==> src/rtl/window_gen.sv <==
// KxK sliding window builder fed one column per cycle from a line buffer.
// Define WINDOW_GEN_STRIDE2_EN to emit only every other window in each axis.
module window_gen #(
  parameter int DATA_WIDTH = 32,
  parameter int KERNEL     = 5,
  parameter int IMG_W      = 32,
  parameter int IMG_H      = 32
) (
  input  logic                                      wg_clk,
  input  logic                                      wg_rst_b,
  input  logic                                      wg_en,
  input  logic [KERNEL-1:0][DATA_WIDTH-1:0]         wg_taps_i,
  output logic [KERNEL*KERNEL-1:0][DATA_WIDTH-1:0]  wg_win_o,
  output logic                                      wg_valid_o,
  output logic                                      wg_frame_done_o
);

  localparam int CW = (IMG_W > 1) ? $clog2(IMG_W) : 1;
  localparam int RW = (IMG_H > 1) ? $clog2(IMG_H) : 1;
  localparam int KK = KERNEL * KERNEL;

  localparam logic [CW-1:0] COL_MIN  = CW'(KERNEL - 1);
  localparam logic [RW-1:0] ROW_MIN  = RW'(KERNEL - 1);
  localparam logic [CW-1:0] COL_LAST = CW'(IMG_W - 1);
  localparam logic [RW-1:0] ROW_LAST = RW'(IMG_H - 1);

  logic [CW-1:0] col_q;
  logic [RW-1:0] row_q;
  logic          last_col;
  logic          last_row;
  logic          in_win;
  logic          stride_ok;

  logic [KK-1:0][DATA_WIDTH-1:0] win_d;

  assign last_col = (col_q == COL_LAST);
  assign last_row = (row_q == ROW_LAST);
  assign in_win   = (row_q >= ROW_MIN) && (col_q >= COL_MIN);

`ifdef WINDOW_GEN_STRIDE2_EN
  // Even offset from K-1 means same LSB as K-1.
  localparam logic KP = 1'((KERNEL - 1) % 2);
  assign stride_ok = (row_q[0] == KP) && (col_q[0] == KP);
`else
  assign stride_ok = 1'b1;
`endif

  // Shift every row left one column; newest column enters at K-1.
  always_comb begin
    win_d = wg_win_o;
    for (int r = 0; r < KERNEL; r++) begin
      for (int c = 0; c < KERNEL; c++) begin
        if (c < KERNEL - 1)
          win_d[r*KERNEL+c] = wg_win_o[r*KERNEL+c+1];
        else
          win_d[r*KERNEL+c] = wg_taps_i[KERNEL-1-r];
      end
    end
  end

  always_ff @(posedge wg_clk or negedge wg_rst_b) begin
    if (!wg_rst_b) begin
      wg_win_o        <= '0;
      wg_valid_o      <= 1'b0;
      wg_frame_done_o <= 1'b0;
      col_q           <= '0;
      row_q           <= '0;
    end else begin
      wg_valid_o      <= 1'b0;
      wg_frame_done_o <= 1'b0;
      if (wg_en) begin
        wg_win_o        <= win_d;
        wg_valid_o      <= in_win && stride_ok;
        wg_frame_done_o <= last_col && last_row;
        if (last_col) begin
          col_q <= '0;
          row_q <= last_row ? '0 : row_q + RW'(1);
        end else begin
          col_q <= col_q + CW'(1);
        end
      end
    end
  end

endmodule

==> config.mk <==
export PLATFORM = sky130hd
export DESIGN_NAME = window_gen
export DESIGN_NICKNAME = d
export VERILOG_FILES = /design/src/rtl/window_gen.sv
export SDC_FILE = /design/constraint.sdc
export NUM_CORES = 1
export LEC_CHECK = 0
export ABC_AREA = 1
export CAP_MARGIN = 20
export CELL_PAD_IN_SITES_DETAIL_PLACEMENT = 1
export CELL_PAD_IN_SITES_GLOBAL_PLACEMENT = 1
export CORE_AREA = 2 2 378 380
export CTS_CLUSTER_DIAMETER = 30
export DETAILED_ROUTE_END_ITERATION = 10
export DIE_AREA = 0 0 380 382
export GPL_TIMING_DRIVEN = 0
export PLACE_DENSITY_LB_ADDON = 0.1
export SLEW_MARGIN = 20
export SYNTH_ARGS = -nofsm -noshare
export SYNTH_HDL_FRONTEND = slang
export SYNTH_SLANG_ARGS = --single-unit
==> constraint.sdc <==
create_clock -name wg_clk -period 3.4 [get_ports wg_clk]
set_clock_uncertainty 0.2 [all_clocks]
set_input_delay 1.02 -clock wg_clk [delete_from_list [all_inputs] [get_ports wg_clk]]
set_output_delay 1.02 -clock wg_clk [all_outputs]
set_load 0.05 [all_outputs]
* Word-level counts from Yosys, hierarchy flattened
Cells that the tools add are included.
Storage, ports and cells: register bits after elaboration 812, latch bits 0, RAM bits 0, ROM bits 0, input bits 163, output and inout port bits 802, logic and storage cells 42, memories kept 0
Operators by class: add/subtract/negate cells 2, multipliers 0, div/mod/pow operators 0, order comparisons 2, equality and inequality tests 2, shifts and indexed selects 0, muxes and demuxes 4, bitwise gates (word level) 0, reductions and logical operators 3
Operators by type and width (count):
- $add A5 B1 Y5 const B | 2
- $eq A5 B5 Y1 const B | 2
- $ge A5 B3 Y1 const B | 2
- $mux W5 | 2
- $logic_and A1 B1 Y1 | 2
- $mux W1 | 2
- $reduce_and A2 Y1 | 1

* Logic depth before layout (Yosys ltp)
word-level depth 3, depth in mapped cells 9, depth with buffers taken out 9

* Least setup slack after synthesis
Ideal clock, no wire load.
path kind input-to-reg, from in wg_en, to reg wg_win_o[127] in the netlist's numbering, library setup time 133 ps, arrival 1804 ps, data required time 3067 ps, setup slack 1262 ps, stages 7, buffers on the path 5, path through buf_4 > buf_6 > buf_6 > buf_6 > buf_6 > nand2_1 > o21ai_0
RTL lines:
- start, declared | RTL line 11 | input logic wg_en,
- end signal, assigned | RTL line 72 | wg_win_o <= win_d;
- end, declared | RTL line 13 | output logic [KERNEL*KERNEL-1:0][DATA_WIDTH-1:0] wg_win_o,

* Worst setup path after layout
from reg wg_win_o[547] in the netlist's numbering, to out wg_win_o[547] in the netlist's numbering
No word-level cell between the ends.

==> results.toml <==
[run_status]
status = "completed"

[clocking]
postCtsSetupBuffers = 0
cts_buffers = 240
root_buffer = "clkbuf_16"
clockBufferDepth = 3
cts_tree = "done"
clkTransAtPathRegs_ns = 0.04
h-tree-depth = 4
numClockSinks = 812
clock_latency_ns = 0.81

[synth]
ys_warn_count = 0
syn_nets = 3298
synthArstFlopShare = 1.00
syn_area_sq_um = 30400
synth.avg_cell_area_sq_um = 9.72
synth_ff_type = "dfrtp_1"
ys_seq_elements = 812
synthTopCellsByArea = "dfrtp_1 (67%), nand2_1 (14%), o21ai_0 (11%), inv_1 (4.1%), buf_6 (1.9%)"
synth.yosys.seq_area_share = 0.668
yosysUniqueCellTypes = 22
synth_edf_count = 0
yosys.area.top_type = "dfrtp_1"
synth_top_area_frac = 0.668
synthMostInstantiatedCell = "nand2_1"
ys_top_cells_by_count = "nand2_1 (1135), dfrtp_1 (812), o21ai_0 (641)"
syn_inst = 3129

[timing]
rsz0062_at_grt = "false"
finalCritPeriodShare = 0.978
clock.fmax_mhz = 301
hold_viol = 0
setup_tns_ns = 0
slew_headroom = 0.293
worst_slew_pin_slew_ns = 1.06
finalSetupViolations = 0
final_max_slew_viol_count = 0
fin_crit_ns = 3.32

[routing]
wl_met1_um = 58500
wire_per_inst_um = 22.9
wl_met2_um = 74400
wl_um = 147000
dr.max_layer_used = "met5"
via_count = 26456
dr.pass1.iters = 4
first_iter_violations = 993
wl_met3_um = 10400
via_per_inst = 4.11
ant_nets = 0
drcViolationCount = 0

[power_and_ir_drop]
power_density_nw_per_um2 = 864
peakVddDrop_mv = 0.550
leakagePower_nw = 23.7

[worst_setup_path]
startpoint_type = "flip-flop"
slowest_stage = "clkdlybuf4s50_1"
critPathArrivalTime_ns = 2.10
cp_cell_sequence = "clkdlybuf4s50_1"
cpPeakStageDelay_ns = 0.85
cp-end-kind = "primary output"
cp_max_fo = 3
critPathKind = "flip-flop to primary output"
timing.critical_path.buf_inv = 1
critPathTopFamily = "buffers and inverters"
worstPathRequired_ns = 2.18

[place]
io_buffers = 963
routabilityCongestion = 0.805
dp_hpwl_um = 111000
place_area_sq_um = 42600

[floorplan]
die_x_um = 380
rows = 138
io_pins = 965
initial_utilization = 0.216
fp.dieArea_sq_um = 145000
fp.dieH_um = 382
core_area_sq_um = 141000

[final_layout]
utilization = 0.362
final_nets = 4511
area_growth_pct = 67.7
drive_gt1_frac = 0.119
final_area_sq_um = 51000

[global_routing]
antenna_found_initial = 5
overflow = 0
grt_pass1_vias = 29118
grtUsageTotal = 0.201
grt_pass1_wl_um = 212000
grt_start_max_net_pins = 126

[worst_hold_path]
hold_class = "flip-flop to flip-flop"

[run]
cap_viol_max_count = 0
[cell type report]
class                      instances  area, sq um
fill                           15863        89900
sequential                       812        20300
timing repair buffer             971         9780
multi-input combinational       1807         7680
clock buffer                     339         6970
tap                             1890         2360
clock inverter                    96         1460
inverter                         331         1240
buffer                           179         1180
antenna                            5         12.5
[cell families (layout without fill, tap and decap cells)]
kind of cell / count (synthesis) / count (layout) / synth area share
simple gates: 1154 / 1154 / 0.143
other cells: 0 / 5 / 0
fa+ha+maj: 6 / 6 / 0.00247
compound gates: 647 / 647 / 0.107
buf+inv: 510 / 1916 / 0.0797
flops: 812 / 812 / 0.668
[cells in the final DEF, fill, tap and decap left out, types with 10 or more instances in the layout]
master / Yosys / routed
nand2_1: 1135 / 1135
clkdlybuf4s50_1: 0 / 872
dfrtp_1: 812 / 812
o21ai_0: 641 / 641
inv_1: 330 / 330
clkbuf_16: 0 / 242
clkbuf_1: 45 / 86
dlygate4sd2_1: 0 / 82
clkbuf_8: 0 / 55
buf_2: 53 / 53
buf_6: 51 / 51
clkinv_2: 0 / 51
bufinv_16: 0 / 32
clkbuf_2: 20 / 21
buf_4: 10 / 10
[flip-flops by register name, indices dropped and copies added, names as in the netlist]
name and count:
col_q 5, wg_frame_done_o 1, wg_win_o 800, row_q 5, wg_valid_o 1
[what timing repair did]
item                                   CTS  global route
pin swaps                                0             0
hold buffers                             1             0
resized for setup                       82             8
endpoints found under the hold margin   93             0
setup endpoints to repair               82             8
[per-stage QoR]
stage | setup WS [ns] | hold slack, ns | instances | total power, mW
global route | 0.00476 | 0.298 | 6426 | 45.8
detailed placement | 0.0447 | 0.268 | 5989 | 21.5
CTS | 0.0000548 | 0.282 | 6425 | 44.8
finish | 0.0756 | 0.277 | 6430 | 44.1
global placement | -40.85 | 0.254 | 5982 | 21.5
floorplan | 1.26 | 0.271 | 3129 | 17.1
[power breakdown]
| group | internal (mW) | switching (mW) |
|---|---|---|
| Sequential | 10.9 | 0.948 |
| Combinational | 2.60 | 6.69 |
| Clock | 16.4 | 6.53 |
[routing by layer]
layer  vias up  track usage
met3       185       0.0675
li1      12313            -
met2       801        0.351
met1     13155        0.228
met5         -            0
met4         2       0.0684
[final timing paths]
kind	from	slack (ns)	endpoint	depth (start not counted)
min in group asynchronous	wg_rst_b	0.60	wg_win_o[149]	2
hold / removal	wg_win_o[162]	0.28	wg_win_o[162]	2
setup / recovery	wg_win_o[547]	0.08	wg_win_o[547]	1
hold reg to reg	wg_win_o[162]	0.28	wg_win_o[162]	2
max in group asynchronous	wg_rst_b	0.33	wg_win_o[430]	5
setup reg to reg	col_q[0]	1.56	col_q[0]	5
No activity file was read; power rests on OpenSTA's default activity.
